$ cat config.mk
export PLATFORM = sky130hd
export DESIGN_NAME = ysyx_22040125_lsu
export DESIGN_NICKNAME = d
export VERILOG_FILES = /design/src/rtl/ysyx_22040125_lsu.sv
export SDC_FILE = /design/constraint.sdc
export NUM_CORES = 1
export LEC_CHECK = 0
export CAP_MARGIN = 20
export CORE_ASPECT_RATIO = 1.2
export CORE_MARGIN = 1.5
export CORE_UTILIZATION = 44
export CTS_BUF_LIST = sky130_fd_sc_hd__clkbuf_16
export DETAILED_ROUTE_END_ITERATION = 10
export GPL_TIMING_DRIVEN = 0
export PLACE_DENSITY = 0.77
export SKIP_LAST_GASP = 1
export SLEW_MARGIN = 20
export SYNTH_ARGS = -nofsm -noshare
export SYNTH_HDL_FRONTEND = slang
export SYNTH_SLANG_ARGS = --single-unit
$ cat constraint.sdc
create_clock -name clk -period 3.5 [get_ports clk]
set_input_delay 0.525 -clock clk [delete_from_list [all_inputs] [get_ports clk]]
set_output_delay 0.525 -clock clk [all_outputs]
set_load 0.005 [all_outputs]
$ cat src/rtl/ysyx_22040125_lsu.sv
// Load/store unit: one aligned memory op at a time, from the execute stage to the RAM bus and back to writeback.
// Latency: misaligned result 1 cycle after accept, store 1 cycle after grant, load 1 cycle after rvalid.
// Backpressure: accepts only in IDLE; the result is held in RESP until out_ready; the bus request is held until mem_gnt.
module ysyx_22040125_lsu #(
  parameter int unsigned TIMEOUT = 255
) (
  input  logic        clk,
  input  logic        rst_n,
  input  logic        in_valid,
  output logic        in_ready,
  input  logic        in_load,
  input  logic [1:0]  in_size,
  input  logic        in_unsigned,
  input  logic [31:0] in_addr,
  input  logic [63:0] in_wdata,
  output logic        mem_req,
  input  logic        mem_gnt,
  output logic        mem_we,
  output logic [31:0] mem_addr,
  output logic [7:0]  mem_wstrb,
  output logic [63:0] mem_wdata,
  input  logic        mem_rvalid,
  input  logic [63:0] mem_rdata,
  output logic        out_valid,
  input  logic        out_ready,
  output logic [63:0] out_data,
  output logic        out_misalign,
  output logic        out_err
);

  typedef enum logic [1:0] {
    S_IDLE = 2'd0,
    S_REQ  = 2'd1,
    S_WAIT = 2'd2,
    S_RESP = 2'd3
  } state_e;

  // The counter only has to reach TIMEOUT-1, so TIMEOUT itself bounds its width.
  localparam int unsigned CW = (TIMEOUT < 2) ? 1 : $clog2(TIMEOUT + 1);
  localparam logic [CW-1:0] TO_LAST = (TIMEOUT == 0) ? '0 : CW'(TIMEOUT - 1);

  state_e        state_q, state_d;
  logic [CW-1:0] cnt_q, cnt_d;
  logic          load_q, load_d;
  logic [1:0]    size_q, size_d;
  logic          uns_q, uns_d;
  logic [2:0]    off_q, off_d;
  logic          mem_we_q, mem_we_d;
  logic [31:0]   mem_addr_q, mem_addr_d;
  logic [7:0]    mem_wstrb_q, mem_wstrb_d;
  logic [63:0]   mem_wdata_q, mem_wdata_d;
  logic [63:0]   out_data_q, out_data_d;
  logic          out_misalign_q, out_misalign_d;
  logic          out_err_q, out_err_d;
  logic          timeout_hit;

  // Natural alignment: the low log2(size) address bits must be zero.
  function automatic logic misaligned_f(input logic [1:0] size, input logic [2:0] a);
    logic m;
    case (size)
      2'd0:    m = 1'b0;
      2'd1:    m = a[0];
      2'd2:    m = |a[1:0];
      default: m = |a;
    endcase
    return m;
  endfunction

  // Byte enables for the accessed bytes within the doubleword.
  function automatic logic [7:0] strobe_f(input logic [1:0] size, input logic [2:0] a);
    logic [7:0] s;
    case (size)
      2'd0:    s = 8'h01 << a;
      2'd1:    s = 8'h03 << a;
      2'd2:    s = 8'h0F << a;
      default: s = 8'hFF;
    endcase
    return s;
  endfunction

  // Replicate the right-justified store data across every lane so the strobes pick the right bytes.
  function automatic logic [63:0] repl_f(input logic [1:0] size, input logic [63:0] d);
    logic [63:0] r;
    case (size)
      2'd0:    r = {8{d[7:0]}};
      2'd1:    r = {4{d[15:0]}};
      2'd2:    r = {2{d[31:0]}};
      default: r = d;
    endcase
    return r;
  endfunction

  // Shift the addressed lane down to bit 0, then sign- or zero-extend to 64 bits.
  function automatic logic [63:0] fmt_f(input logic [1:0] size, input logic uns,
                                        input logic [2:0] a, input logic [63:0] rd);
    logic [63:0] lane;
    logic [63:0] v;
    lane = rd >> {a, 3'b000};
    case (size)
      2'd0:    v = uns ? {56'd0, lane[7:0]}  : {{56{lane[7]}},  lane[7:0]};
      2'd1:    v = uns ? {48'd0, lane[15:0]} : {{48{lane[15]}}, lane[15:0]};
      2'd2:    v = uns ? {32'd0, lane[31:0]} : {{32{lane[31]}}, lane[31:0]};
      default: v = lane;
    endcase
    return v;
  endfunction

  assign timeout_hit = (TIMEOUT != 0) && (cnt_q == TO_LAST);

  // Handshake outputs are pure state decodes so they drop the instant reset asserts.
  assign in_ready     = (state_q == S_IDLE);
  assign mem_req      = (state_q == S_REQ);
  assign out_valid    = (state_q == S_RESP);
  assign mem_we       = mem_we_q;
  assign mem_addr     = mem_addr_q;
  assign mem_wstrb    = mem_wstrb_q;
  assign mem_wdata    = mem_wdata_q;
  assign out_data     = out_data_q;
  assign out_misalign = out_misalign_q;
  assign out_err      = out_err_q;

  // Next-state and next-datapath logic; every register holds unless its state acts on it.
  always_comb begin
    state_d        = state_q;
    cnt_d          = cnt_q;
    load_d         = load_q;
    size_d         = size_q;
    uns_d          = uns_q;
    off_d          = off_q;
    mem_we_d       = mem_we_q;
    mem_addr_d     = mem_addr_q;
    mem_wstrb_d    = mem_wstrb_q;
    mem_wdata_d    = mem_wdata_q;
    out_data_d     = out_data_q;
    out_misalign_d = out_misalign_q;
    out_err_d      = out_err_q;

    case (state_q)
      S_IDLE: begin
        if (in_valid) begin
          load_d     = in_load;
          size_d     = in_size;
          uns_d      = in_unsigned;
          off_d      = in_addr[2:0];
          cnt_d      = '0;
          out_data_d = '0;
          out_err_d  = 1'b0;
          if (misaligned_f(in_size, in_addr[2:0])) begin
            // Bus fields are left alone: no request is ever made for this op.
            out_misalign_d = 1'b1;
            state_d        = S_RESP;
          end else begin
            out_misalign_d = 1'b0;
            mem_we_d       = ~in_load;
            mem_addr_d     = {in_addr[31:3], 3'b000};
            mem_wstrb_d    = in_load ? 8'h00 : strobe_f(in_size, in_addr[2:0]);
            mem_wdata_d    = in_load ? 64'd0 : repl_f(in_size, in_wdata);
            state_d        = S_REQ;
          end
        end
      end

      S_REQ: begin
        cnt_d = cnt_q + CW'(1);
        if (mem_gnt && !load_q) begin
          state_d = S_RESP;
        end else if (timeout_hit) begin
          // A load grant is not completion, so the timeout still wins for loads here.
          out_err_d  = 1'b1;
          out_data_d = '0;
          state_d    = S_RESP;
        end else if (mem_gnt) begin
          state_d = S_WAIT;
        end
      end

      S_WAIT: begin
        cnt_d = cnt_q + CW'(1);
        if (mem_rvalid) begin
          out_data_d = fmt_f(size_q, uns_q, off_q, mem_rdata);
          state_d    = S_RESP;
        end else if (timeout_hit) begin
          out_err_d  = 1'b1;
          out_data_d = '0;
          state_d    = S_RESP;
        end
      end

      default: begin
        if (out_ready) begin
          state_d = S_IDLE;
        end
      end
    endcase
  end

  // FSM state and timeout counter.
  always_ff @(posedge clk or negedge rst_n) begin
    if (!rst_n) begin
      state_q <= S_IDLE;
      cnt_q   <= '0;
    end else begin
      state_q <= state_d;
      cnt_q   <= cnt_d;
    end
  end

  // Latched operation, bus request fields and result registers.
  always_ff @(posedge clk or negedge rst_n) begin
    if (!rst_n) begin
      load_q         <= 1'b0;
      size_q         <= 2'd0;
      uns_q          <= 1'b0;
      off_q          <= 3'd0;
      mem_we_q       <= 1'b0;
      mem_addr_q     <= 32'd0;
      mem_wstrb_q    <= 8'd0;
      mem_wdata_q    <= 64'd0;
      out_data_q     <= 64'd0;
      out_misalign_q <= 1'b0;
      out_err_q      <= 1'b0;
    end else begin
      load_q         <= load_d;
      size_q         <= size_d;
      uns_q          <= uns_d;
      off_q          <= off_d;
      mem_we_q       <= mem_we_d;
      mem_addr_q     <= mem_addr_d;
      mem_wstrb_q    <= mem_wstrb_d;
      mem_wdata_q    <= mem_wdata_d;
      out_data_q     <= out_data_d;
      out_misalign_q <= out_misalign_d;
      out_err_q      <= out_err_d;
    end
  end

endmodule

==> results by group <==
CTS
  – Post-cts hold buffer count: 1
  – Number of sinks driven by the clock tree: 185
  – Setup repair bufs after CTS: 0
  – Clk pin slew, worst setup/hold paths: 70 ps
  – H-Tree Level Count: 4
  – TritonCTS clock tree: yes
  – Clock Tree Root: clkbuf_16
  – Resize count post-CTS: 0
  – Max Buffers Root-to-Sink: 2
  – Clock latency on the worst-skew pair: 440 ps
  – Number of buffers inserted during clock tree synthesis: 17

Timing
  – Max Clock Freq: 0.308 GHz
  – Fin crit share: 0.927
  – Max-slew violation total from the final report: 0
  – Clock tree skew after final layout: 21.6 ps
  – Minimum period implied by the final worst setup slack: 3240 ps
  – Endpoints failing setup: 0
  – Relative slew slack: 0.517
  – Worst hold margin: 476 ps
  – RSZ-0062 raised after global routing: false
  – Measured slew at the worst slew-check pin: 724 ps
  – Number of failing hold endpoints at the final stage: 0

Placed design
  – Number of input and output port buffers inserted: 338
  – Dpl cells: 1703
  – Final Wtd Congestion: 1.01
  – HPWL after detailed placement: 30300 um
  – Standard cell area after detailed placement: 14200 um^2

Synth
  – Leading cell types by total area after synthesis: dfrtp_1 (45%), mux2i_1 (6.2%), mux2_2 (5.4%)
  – Post-synth top cells: dfrtp_1 (185), nand2_1 (112), a21oi_1 (64), mux2i_1 (64), o21ai_0 (61)
  – Cell accounting for the most synthesized area: dfrtp_1
  – Syn Inst Count: 1046
  – Synthesized area per cell: 9.95 um^2
  – Synthesized area: 10400 um^2
  – Seq/Total Area, Yosys: 0.445
  – Yosys cell types: 58
  – Fraction of synthesis flops using an asynchronous set or reset pin: 1.00
  – Most used standard cell by instance count after synthesis: dfrtp_1
  – FF+latch count, synth: 185
  – Post-synth top flop: dfrtp_1
  – Ys Warns: 0
  – Area share of the leading cell type in the synthesized netlist: 0.445
  – Count of flip-flops with a built-in enable after synthesis: 0

Die
  – Chip Height: 171 um
  – I/O pin total: 344
  – Die footprint: 24600 um^2
  – Die extent in x: 143 um
  – Site Rows: 61
  – Core area: 23200 um^2
  – Effective utilization at floorplan: 0.448

Worst setup path
  – Reg2reg start: state_q[0]
  – Data required time of the critical path: 3820 ps
  – RR Endpoint: out_data[14]
  – Data arrival time of the critical path: 3560 ps
  – Flop2flop setup slack: 900 ps
  – Maximum fanout along the worst path: 10
  – Logic depth of the worst register-to-register path: 8
  – Kind of end point of the critical path: flop
  – Type of the worst setup path: primary input to flop
  – Crit start category: primary input

GRT
  – Pin count of the biggest net entering global routing: 75
  – Global-route congestion overflow total: 0
  – Number of antenna violations at the first check in global routing: 0
  – Via count of the first global-routing pass: 10200
  – Overall track demand over capacity in global routing: 0.310
  – First-pass GRT wire length: 57500 um

Power and ir drop
  – Fraction of power spent switching nets: 0.398
  – Clock share of power: 0.170
  – Leak: 6.26 nW
  – Sequential cell fraction of total power: 0.296
  – Power per cell area: 790 nW/um^2
  – Net switching component of the power: 4.67 mW
  – Fraction of power consumed by combinational cells: 0.534
  – IR Drop Worst-Case VDD: 0.418 mV
  – Internal power: 7.06 mW

Detailed routing
  – Mean number of vias per cell: 5.90
  – Starting DRC count in detailed routing: 760
  – Final routed DRC violation total: 0
  – Vias after detailed routing: 10200
  – Routed wire length per instance: 22.2 um
  – Number of nets still failing antenna checks after routing: 0
  – Sum of routed wire length over all layers: 38600 um
  – 1st-pass router iterations: 6

Cells and area
  – Non-filler instance count after layout: 1736
  – Antenna Diode Count: 0
  – Synth-to-layout area growth: 42.7%
  – Area of the multi-input gates: 5310 um^2
  – Filler instances: 1998
  – Finished layout cell area: 14800 um^2
  – Total number of nets in the final design: 1589
  – Flip-flop and latch area: 4630 um^2
  – Share of cells above drive strength 1: 0.106

Hold path
  – Hold/Removal Path Class: flop to flop
  – Hold_sp: mem_wstrb[7]
  – Hold depth: 2
  – Destination of the worst hold path: mem_wstrb[7]

Run
  – Maximum Capacitance Violations: 0

Outcome
  – Result of the run: completed
==> final cells by class <==
type                            count  area share
Inverter                           10     0.00253
Multi-Input combinational cell    759       0.358
Clock buffer                       17      0.0287
Sequential cell                   185       0.312
Tap cell                          315      0.0265
Timing Repair Buffer              341       0.233
Clock inverter                     15      0.0110
Buffer                             94      0.0290
==> stage by stage <==
step,setup TNS (ps),setup WS [ps],util,total power [mW]
2_1_floorplan,0,1190,-,6.63
3_3_place_gp,-1104870,-5980,0.611,9.60
3_5_place_dp,-5290,-188,0.614,9.70
4_1_cts,0,271,0.640,11.7
5_1_grt,0,8.38,0.640,12.4
6_report,0,256,0.640,11.7
==> logic make-up (layout without fill, tap and decap cells) <==
family	after synthesis	count (layout)	synth area share
xor+xnor	2	2	0.00168
flops	185	185	0.445
simple gates	269	269	0.127
compound gates	359	359	0.250
other cells	1	3	0.000360
fa+ha+maj	11	11	0.0132
mux	115	115	0.118
buf+inv	104	477	0.0450
==> layout by cell type, fill, tap and decap left out, drive strengths merged, types with 3 or more instances in the layout <==
cell type	synthesis	final
clkbuf	54	71
buf	40	43
o21ai	62	62
mux2i	64	64
and4	4	4
nor2	34	34
dfrtp	185	185
nand2	112	112
a21o	20	20
nand3	20	20
o311ai	8	8
ha	11	11
and2	5	5
a21bo	7	7
mux2	50	50
inv	10	20
a31oi	3	3
nand2b	35	35
nor3	3	3
conb	1	3
a22o	32	32
o211ai	9	9
nand3b	4	4
a21oi	64	64
a311o	7	7
a221oi	8	8
a32o	17	17
a22oi	33	33
nor2b	32	32
o31ai	44	44
a31o	8	8
clkdlybuf4s50	0	337
a221o	8	8
o22a	7	7
a311oi	8	8
or2	13	13
o41ai	9	9
==> routing by layer <==
metal,up-vias,routed length [um],GRT usage
met3,114,3450,0.0896
li1,4617,-,-
met1,5002,14000,0.341
met2,505,19000,0.532
met5,-,0,0
met4,0,2150,0.175
==> worst max-delay path: stages <==
cell and delay (ps):
clkdlybuf4s50_1 480, inv_1 170, ha_1 180, clkbuf_1 400, nor2_1 80, o21bai_1 340
a21o_1 160, buf_2 220, buf_2 300, clkbuf_1 480, nand2_1 130, o41ai_1 80
==> flip-flops by register name, indices dropped and copies added (netlist names) <==
signal,flops
mem_we,1
state_q,2
load_q,1
cnt_q,8
mem_addr,29
out_misalign,1
size_q,2
out_err,1
off_q,3
uns_q,1
mem_wstrb,8
out_data,64
mem_wdata,64
==> power groups by stage <==
stage / logic [mW] / registers, mW / clock network [mW]
after detailed placement: 6.20 / 3.50 / 0
after floorplan: 3.15 / 3.48 / 0
after CTS: 6.23 / 3.47 / 2.03
after global placement: 6.13 / 3.47 / 0
after global routing: 6.72 / 3.57 / 2.10
final: 6.26 / 3.47 / 2.00
==> worst max-delay path by stage <==
stage	slack, ps	to	startpoint
floorplan	1190	mem_wdata[59]	in_size[1]
global placement	-5980	mem_wdata[35]	rst_n
detailed placement	-190	mem_wdata[45]	in_size[0]
CTS	270	mem_wdata[45]	in_size[0]
global route	8	mem_wdata[8]	in_size[0]
finish	260	mem_wdata[44]	in_size[0]
Note: power is estimated with default switching activity, not from simulation.
